File: config.mk
export PLATFORM = sky130hd
export DESIGN_NAME = mem_port_arbiter
export DESIGN_NICKNAME = d
export VERILOG_FILES = /design/src/rtl/mem_port_arbiter_pkg.sv /design/src/rtl/mem_arb_pick.sv /design/src/rtl/mem_port_arbiter.sv
export SDC_FILE = /design/constraint.sdc
export NUM_CORES = 1
export LEC_CHECK = 0
export ABC_AREA = 1
export CAP_MARGIN = 20
export CORE_AREA = 5 5 265 267
export DETAILED_ROUTE_END_ITERATION = 16
export DIE_AREA = 0 0 270 272
export GPL_TIMING_DRIVEN = 0
export PLACE_DENSITY_LB_ADDON = 0.1
export SYNTH_ARGS = -nofsm -noshare
export SYNTH_HDL_FRONTEND = slang
export SYNTH_SLANG_ARGS = --single-unit
File: constraint.sdc
create_clock -name clk -period 2.2 [get_ports clk]
set_input_delay 0.44 -clock clk [delete_from_list [all_inputs] [get_ports clk]]
set_output_delay 0.44 -clock clk [all_outputs]
set_load 0.02 [all_outputs]
File: src/rtl/mem_port_arbiter_pkg.sv
// Shared widths, FSM encodings and the latched request payload for mem_port_arbiter.
package mem_port_arbiter_pkg;

    localparam int unsigned ADDR_BUS = 64;
    localparam int unsigned DATA_BUS = 64;
    localparam int unsigned INST_BUS = 32;
    localparam int unsigned LAT_W    = 4;
    localparam int unsigned STARVE_W = 4;

    typedef enum logic [1:0] {
        ARB_IDLE  = 2'd0,
        ARB_ISSUE = 2'd1,
        ARB_WAIT  = 2'd2,
        ARB_RESP  = 2'd3
    } arb_state_e;

    typedef struct packed {
        logic                is_ls;
        logic                we;
        logic [ADDR_BUS-1:0] addr;
        logic [DATA_BUS-1:0] wdata;
        logic [DATA_BUS-1:0] wmask;
    } arb_req_t;

endpackage

File: src/rtl/mem_arb_pick.sv
// Winner selection between fetch and LSU with a starvation counter that forces fetch through.
module mem_arb_pick
    import mem_port_arbiter_pkg::*;
#(
    parameter int unsigned STARVE_MAX = 4
) (
    input  logic clk,
    input  logic rst,
    input  logic arb_en,
    input  logic if_req,
    input  logic ls_req,
    output logic pick_if_c,
    output logic pick_ls_c
);

    logic [STARVE_W-1:0] starve_q;
    logic [STARVE_W-1:0] starve_d;
    logic                force_if;

    // LSU normally wins; fetch wins once it has been passed over STARVE_MAX times in a row
    always_comb begin
        force_if  = (starve_q == STARVE_W'(STARVE_MAX));
        pick_if_c = arb_en & if_req & (~ls_req | force_if);
        pick_ls_c = arb_en & ls_req & ~pick_if_c;
        starve_d  = starve_q;
        if (!if_req || pick_if_c) begin
            starve_d = '0;
        end else if (pick_ls_c && (starve_q < STARVE_W'(STARVE_MAX))) begin
            starve_d = starve_q + STARVE_W'(1);
        end
    end

    // Starvation counter register
    always_ff @(posedge clk or negedge rst) begin
        if (!rst) begin
            starve_q <= '0;
        end else begin
            starve_q <= starve_d;
        end
    end

endmodule

File: src/rtl/mem_port_arbiter.sv
// Shares the single RAM port between instruction fetch and load/store, one access at a time.
module mem_port_arbiter
    import mem_port_arbiter_pkg::*;
#(
    parameter int unsigned MEM_LAT    = 1,
    parameter int unsigned STARVE_MAX = 4
) (
    input  logic                clk,
    input  logic                rst,
    input  logic                if_req,
    input  logic [ADDR_BUS-1:0] if_addr,
    output logic                if_gnt,
    output logic                if_rvalid,
    output logic [INST_BUS-1:0] if_rdata,
    input  logic                ls_req,
    input  logic                ls_we,
    input  logic [ADDR_BUS-1:0] ls_addr,
    input  logic [DATA_BUS-1:0] ls_wdata,
    input  logic [DATA_BUS-1:0] ls_wmask,
    output logic                ls_gnt,
    output logic                ls_done,
    output logic [DATA_BUS-1:0] ls_rdata,
    input  logic [DATA_BUS-1:0] ReadData,
    output logic                ReadEnable,
    output logic                WriteEnable,
    output logic [ADDR_BUS-1:0] ReadAddr,
    output logic [ADDR_BUS-1:0] WriteAddr,
    output logic [DATA_BUS-1:0] WriteMask,
    output logic [DATA_BUS-1:0] WriteData
);

    arb_state_e          state_q;
    arb_state_e          state_d;
    arb_req_t            req_q;
    arb_req_t            req_d;
    logic [LAT_W-1:0]    lat_q;
    logic [LAT_W-1:0]    lat_d;
    logic [DATA_BUS-1:0] rdata_q;
    logic [DATA_BUS-1:0] rdata_d;
    logic                arb_en;
    logic                pick_if_c;
    logic                pick_ls_c;

    // Grants only happen in arbitrating states and never while reset is held
    assign arb_en = rst & ((state_q == ARB_IDLE) | (state_q == ARB_RESP));

    mem_arb_pick #(
        .STARVE_MAX(STARVE_MAX)
    ) u_pick (
        .clk      (clk),
        .rst      (rst),
        .arb_en   (arb_en),
        .if_req   (if_req),
        .ls_req   (ls_req),
        .pick_if_c(pick_if_c),
        .pick_ls_c(pick_ls_c)
    );

    // State, request latch, latency counter and read-data capture registers
    always_ff @(posedge clk or negedge rst) begin
        if (!rst) begin
            state_q <= ARB_IDLE;
            req_q   <= '0;
            lat_q   <= '0;
            rdata_q <= '0;
        end else begin
            state_q <= state_d;
            req_q   <= req_d;
            lat_q   <= lat_d;
            rdata_q <= rdata_d;
        end
    end

    // Next-state and output decode; RAM strobes only in ISSUE, responses only in RESP
    always_comb begin
        state_d     = state_q;
        req_d       = req_q;
        lat_d       = lat_q;
        rdata_d     = rdata_q;
        if_gnt      = 1'b0;
        ls_gnt      = 1'b0;
        if_rvalid   = 1'b0;
        if_rdata    = '0;
        ls_done     = 1'b0;
        ls_rdata    = '0;
        ReadEnable  = 1'b0;
        WriteEnable = 1'b0;
        ReadAddr    = '0;
        WriteAddr   = '0;
        WriteMask   = '0;
        WriteData   = '0;

        case (state_q)
            ARB_IDLE, ARB_RESP: begin
                if (state_q == ARB_RESP) begin
                    if_rvalid = ~req_q.is_ls;
                    ls_done   = req_q.is_ls;
                    if (!req_q.is_ls) begin
                        if_rdata = req_q.addr[2] ? rdata_q[DATA_BUS-1:INST_BUS]
                                                 : rdata_q[INST_BUS-1:0];
                    end else if (!req_q.we) begin
                        ls_rdata = rdata_q;
                    end
                end
                state_d = ARB_IDLE;
                if (pick_if_c) begin
                    if_gnt      = 1'b1;
                    req_d.is_ls = 1'b0;
                    req_d.we    = 1'b0;
                    req_d.addr  = if_addr;
                    req_d.wdata = '0;
                    req_d.wmask = '0;
                    state_d     = ARB_ISSUE;
                end else if (pick_ls_c) begin
                    ls_gnt      = 1'b1;
                    req_d.is_ls = 1'b1;
                    req_d.we    = ls_we;
                    req_d.addr  = ls_addr;
                    req_d.wdata = ls_wdata;
                    req_d.wmask = ls_wmask;
                    state_d     = ARB_ISSUE;
                end
            end
            ARB_ISSUE: begin
                ReadEnable  = ~req_q.we;
                WriteEnable = req_q.we;
                ReadAddr    = req_q.addr;
                WriteAddr   = req_q.addr;
                WriteData   = req_q.wdata;
                WriteMask   = req_q.wmask;
                lat_d       = LAT_W'(MEM_LAT - 1);
                state_d     = ARB_WAIT;
            end
            ARB_WAIT: begin
                if (lat_q == '0) begin
                    rdata_d = ReadData;
                    state_d = ARB_RESP;
                end else begin
                    lat_d = lat_q - LAT_W'(1);
                end
            end
            default: begin
                state_d = ARB_IDLE;
            end
        endcase
    end

endmodule

# Word-level counts from Yosys, hierarchy flattened
# Cells that the tools add are included.
# totals
ff_bits	268
input_bits	325
elab_cells	73
# classes
n_addsub	2
n_lt_le_gt_ge	1
n_eq_ne	6
n_mux	32
bitwise	11
n_reduce_logical	12
# ops
operator	count
64-bit two-way mux	7
194-bit two-way mux	2
32-bit two-way mux	4
1-bit two-way mux	13
4-bit two-way mux	3
4-bit one-hot mux with 2 select lines	1
2-bit one-hot mux with 3 select lines	1
2-bit AND reduction	3
2-bit nonzero test	3
1-bit bitwise AND	5
4-bit by 1-bit adder with 4-bit output (second input constant)	1
2-bit equality test (second input constant)	2
4-bit by 3-bit equality test with 1-bit output (second input constant)	1
4-bit zero test	1
4-bit by 3-bit less-than comparator with 1-bit output (second input constant)	1
2-bit != test (second input constant)	2
1-bit NOT	4
4-bit by 1-bit subtractor with 4-bit output (second input constant)	1
2-bit by 1-bit equality test with 1-bit output (second input constant)	1
2-bit zero test	1
2-bit two-way mux	1
1-bit bitwise OR	2
2-bit OR reduction	1
1-bit logical AND	1
2 further kinds	2

# Depth between registers and ports, before layout
# logic_depth
depth_word	10
depth_mapped	12

# Hierarchy
# A second synthesis with hierarchy kept.
# hier_totals
cells_unflattened	1959
hier_area_um2	13939.6
# by_module_without_submodules
mod	instances	cells_each	area_per_inst_um2	seq_area_each_um2
mem_port_arbiter	1	1919	13638.1	6606.3
mem_arb_pick	1	40	301.5	100.1

# Least setup slack after synthesis
# OpenSTA, ideal clock, no wires.
# synth_timing
path_kind	reg-to-output
from	register state_q[1]
to	output port WriteAddr[2]
arrival_time_ns	1.654
required_ns	1.760
slack_ns	0.106
stages_incl_launch_ff	9
n_path_buf	4
path_cell_list	dfrtp_1 inv_1 ha_1 clkbuf_1 clkbuf_1 clkbuf_1 nand2_1 inv_1 buf_4
# synth_between
elab_chain_len	2
# synth_rtl
element	line_no	text
from (decl)	mem_port_arbiter.sv:32	arb_state_e state_q;
from (signal assigned)	mem_port_arbiter.sv:67	state_q <= state_d;
2-bit by 1-bit equality test with 1-bit output	n/a	
64-bit two-way mux	n/a	
to (decl)	mem_port_arbiter.sv:27	output logic [ADDR_BUS-1:0] WriteAddr,
# Every way passes these cells.

# Final worst setup path
# layout_timing
from	register state_q[0]
to	output port WriteAddr[40]
# layout_between
elab_chain_len	2
# layout_rtl
element	line_no	text
2-bit by 1-bit equality test with 1-bit output	mem_port_arbiter.sv:93	case (state_q)
64-bit two-way mux	mem_port_arbiter.sv:93	
# Every way passes these cells.

==> metrics list <==
* Power density over the cells: between 1000 and 1500 nW/um2
- Port buffering added 682 buffers.
* Fillers: a little over 7,000
- Number of pins with negative max-slew slack in the final report: 0
- Of the available clock period, the critical path in the final layout requires 1.17.
- After clock tree synthesis, the clock-pin slew on the worst setup and hold paths is around 0.06 ns.
- Of the post-synthesis cell area, the dominant cell type holds 0.454.
* Unique masters post-synth: 28
- At the end of the flow, the number of nets in the layout was roughly 3,300.
* Post-route ant nets: 0
- Between clock sinks in the finished design, the worst skew comes to between 0.008 and 0.009 ns.
- Die Span Y: between 200 and 300 um
- Placer Congestion: around 0.84
- Die area: around 73,000 um2
- Per-instance average area after synthesis: around 7.0 um2
* Start-to-end type of the worst setup path: reg -> out
- TritonCTS built the clock tree.
* Element type at the critical path end: output pin
* Detailed Place HPWL: approximately 54,000 um
* Peak supply drop: ~0.00058 V
- Dividing the detail-routed via count by the number of cells gives 4.04.
- Counting flops with an async set or reset pin after synthesis yields a share of 1.00.
* Via count of the first global-routing pass: between 15,000 and 20,000
- STA puts the critical path data required time at roughly 1.8 ns.
* Net count of the mapped netlist: 2,446
* Maxcap violations: 0
* CTS Buffer Depth: 3
* Largest net degree at the start of global routing: ~110
* Total area of sequential cells: between 6000 and 7000 um2
- Stage delay of the slowest cell on the critical path: around 0.4 ns
* Final Core Density: 0.392
- In the global route stage, overall resource usage came out at 0.181.
- Minimum clock period after layout: about 2.6 ns
- Fraction of final layout cells with drive strength greater than 1: 0.342
- Sequential-to-total area share from yosys stat: 0.454
* Hold violation total from the final report: a little over 90
- CTS HTree Levels: 2
* Global-route wire length before repair: a little over 100,000 um
- Sorting the synthesized cells by area gives the leading types as sky130_fd_sc_hd__dfrtp_1 (45%), sky130_fd_sc_hd__nand2_1 (21%), sky130_fd_sc_hd__inv_1 (11%), sky130_fd_sc_hd__nor2_1 (4.7%), sky130_fd_sc_hd__buf_4 (3.4%).
* Combined area of the multi-input logic cells: 6530 um2
* Worst hold margin: -0.181 ns
- Maximum net fanout on the critical path: 8
- Most instantiated flip-flop cell in the synthesis netlist: sky130_fd_sc_hd__dfrtp_1
- The commonest cells after synthesis are sky130_fd_sc_hd__nand2_1 (845), sky130_fd_sc_hd__inv_1 (423), sky130_fd_sc_hd__dfrtp_1 (268).
* Routed length per placed instance: approximately 18 um
* Worst min-delay path class: in -> async
* Total iterations of the first detailed-routing run: 5
- Critical path startpoint category: register
- The checks that failed: hold timing, setup timing.
- Relative area change from synthesis to final layout: 80.1%
* Post-Synthesis Cells: 2,114
- Measured along the x axis, the die boundary spans between 200 and 300 um.
* Unrepaired setup endpoints after global routing: true
- The floorplan has 96 rows.
- CTS placed an instance of sky130_fd_sc_hd__clkbuf_16 at the clock tree root.
* First element of the critical path: state_q[0]
- For this block, the initial DRC count from the detailed router was 714.
- Core area: 67,900 um2
- The run finished, with violations left.
- Count of pins on the block boundary: a little under 700
- Maximum frequency from static timing analysis: 0.388 GHz
- Remaining max-slew budget at the tightest pin: 0.581
- For this configuration, the core starts out at a cell density of 0.218.
* Most common cell in the synthesized netlist: sky130_fd_sc_hd__nand2_1
* CTS sink cnt: 268
- Library cell contributing the largest single delay on the critical path: sky130_fd_sc_hd__dfrtp_1
- Synthesis inferred roughly 270 register bits.
- For the pin with the worst max-slew slack, the measured transition is between 0.6 and 0.7 ns.
- Ys Warns: 0
* LEAKAGE: ~15 nW
* CP arrival: 2.14 ns
- TritonCTS created 37 clock buffers.
- The clock reaches the later pin of the worst-skew pair after around 0.54 ns.
* Final-report setup violation count: roughly 370
- Top cell type by total area after synthesis: sky130_fd_sc_hd__dfrtp_1
- Post-route worst setup slack: -0.379 ns
* DRC Markers: 0
- For this block, the routed nets add up to between 70,000 and 80,000 um of wire.
* Cell-by-cell listing of the critical path: buf_6 -> ha_4 -> buf_12 -> buf_4 -> buf_6 -> nand2_2 -> inv_2 -> buf_4 -> buf_2
- Aggregate global routing overflow: 0
- Antenna violations before repair: 19
* Worst R2R Start: state_q[0]
- Detailed routing inserted a total of roughly 16,000 vias.
- Post-synthesis cell area: roughly 15,000 um2
- EDFF count, synth: 0
[layer usage]
| metal | share of wire | GRT usage | up-vias |
|---|---|---|---|
| met3 | 0.064 | 0.0489 | 92 |
| li1 | - | - | 7680 |
| met1 | 0.38 | 0.203 | 7273 |
| met4 | 0.027 | 0.0566 | 12 |
| met2 | 0.53 | 0.335 | 469 |
| met5 | 0.0014 | 0 | - |
[timing repair]
item,CTS,global route
gates resized for setup,1676,971
gates cloned,8,9
endpoints found under the setup margin,535,553
setup buffers,30,50
pin swaps,17,60
endpoints found under the hold margin,92,92
[critical path, delay by kind of cell (launching register included)]
| family | cells | cell delay, ns |
|---|---|---|
| adder cells (fa/ha/maj) | 1 | 0.20 |
| buffers and inverters | 7 | 0.89 |
| flip-flops | 1 | 0.40 |
| AND/OR/NAND/NOR | 1 | 0.09 |
[where the power goes]
group	total [mW]	internal, mW	switching [mW]
clock network	6.04	3.68	2.35
registers	9.20	7.36	1.84
logic	20.4	9.30	11.1
total	35.6	20.3	15.2
[state kept, by name, summed over array words and instances, names as in the netlist]
signal and flops:
lat_q 4, rdata_q 64, req_q 194, state_q 2, u_pick.starve_q 4
[final cells by class]
cell class / count / area share
inverter: 427 / 0.0634
sequential: 268 / 0.252
antenna: 15 / 0.00141
buffer: 167 / 0.0607
clock buffer: 54 / 0.0399
timing repair buffer: 774 / 0.292
tap: 882 / 0.0414
clock inverter: 8 / 0.00446
multi-input combinational: 1248 / 0.245
[path summary, 6_finish.rpt]
| check | endpoint | depth (start not counted) | slack [ns] |
|---|---|---|---|
| max | WriteAddr[40] | 9 | -0.38 |
| min | req_q[83] | 1 | -0.18 |
| max reg2reg | req_q[138] | 13 | -0.07 |
| min reg2reg | req_q[121] | 2 | 0.48 |
| max in group asynchronous | req_q[23] | 2 | 1.32 |
| min in group clk | req_q[101] | 3 | 0.43 |
[cell families (layout without fill, tap and decap cells)]
kind of cell / Yosys count / after routing / synth area share
AO/OA/AOI/OAI: 70 / 70 / 0.0248
adder cells (fa/ha/maj): 7 / 7 / 0.00592
flip-flops: 268 / 268 / 0.454
multiplexers: 40 / 40 / 0.0305
XOR/XNOR: 2 / 2 / 0.00119
AND/OR/NAND/NOR: 1129 / 1129 / 0.306
buffers and inverters: 598 / 1430 / 0.178
other: 0 / 15 / 0
[metrics by stage]
step	setup TNS [ns]	total power, mW	instances	setup WS [ns]	area [um2]
finish	-82.24	35.6	3843	-0.379	26600
global route	-125.50	38.1	3837	-0.462	26600
CTS	-149.03	32.6	3779	-0.525	24900
global placement	-6132.06	24.7	3678	-12.54	22700
detailed placement	-449.82	24.8	3680	-1.63	22800
floorplan	0	17.7	2114	0.106	14800
[layout by cell type, fill, tap and decap left out, types with 11 or more instances in the layout]
cell                              count
sky130_fd_sc_hd__nand2_2             41
sky130_fd_sc_hd__inv_1              285
sky130_fd_sc_hd__buf_6              230
sky130_fd_sc_hd__clkbuf_1            25
sky130_fd_sc_hd__dfrtp_1            268
sky130_fd_sc_hd__clkbuf_16           51
sky130_fd_sc_hd__clkbuf_2            13
sky130_fd_sc_hd__inv_2              109
sky130_fd_sc_hd__nor2_2              13
sky130_fd_sc_hd__inv_4               31
sky130_fd_sc_hd__clkdlybuf4s15_2     18
sky130_fd_sc_hd__nor2_1             162
sky130_fd_sc_hd__nor3_2              17
sky130_fd_sc_hd__nor2_4              11
sky130_fd_sc_hd__nand3b_1            62
sky130_fd_sc_hd__mux2_2              40
sky130_fd_sc_hd__buf_2               49
sky130_fd_sc_hd__nand2_4             83
sky130_fd_sc_hd__diode_2             15
sky130_fd_sc_hd__a21oi_1             54
sky130_fd_sc_hd__nand2_1            719
sky130_fd_sc_hd__buf_12              23
sky130_fd_sc_hd__buf_4              219
sky130_fd_sc_hd__buf_8               20
sky130_fd_sc_hd__clkdlybuf4s50_1    323
Note: power is estimated with default switching activity, not from simulation.
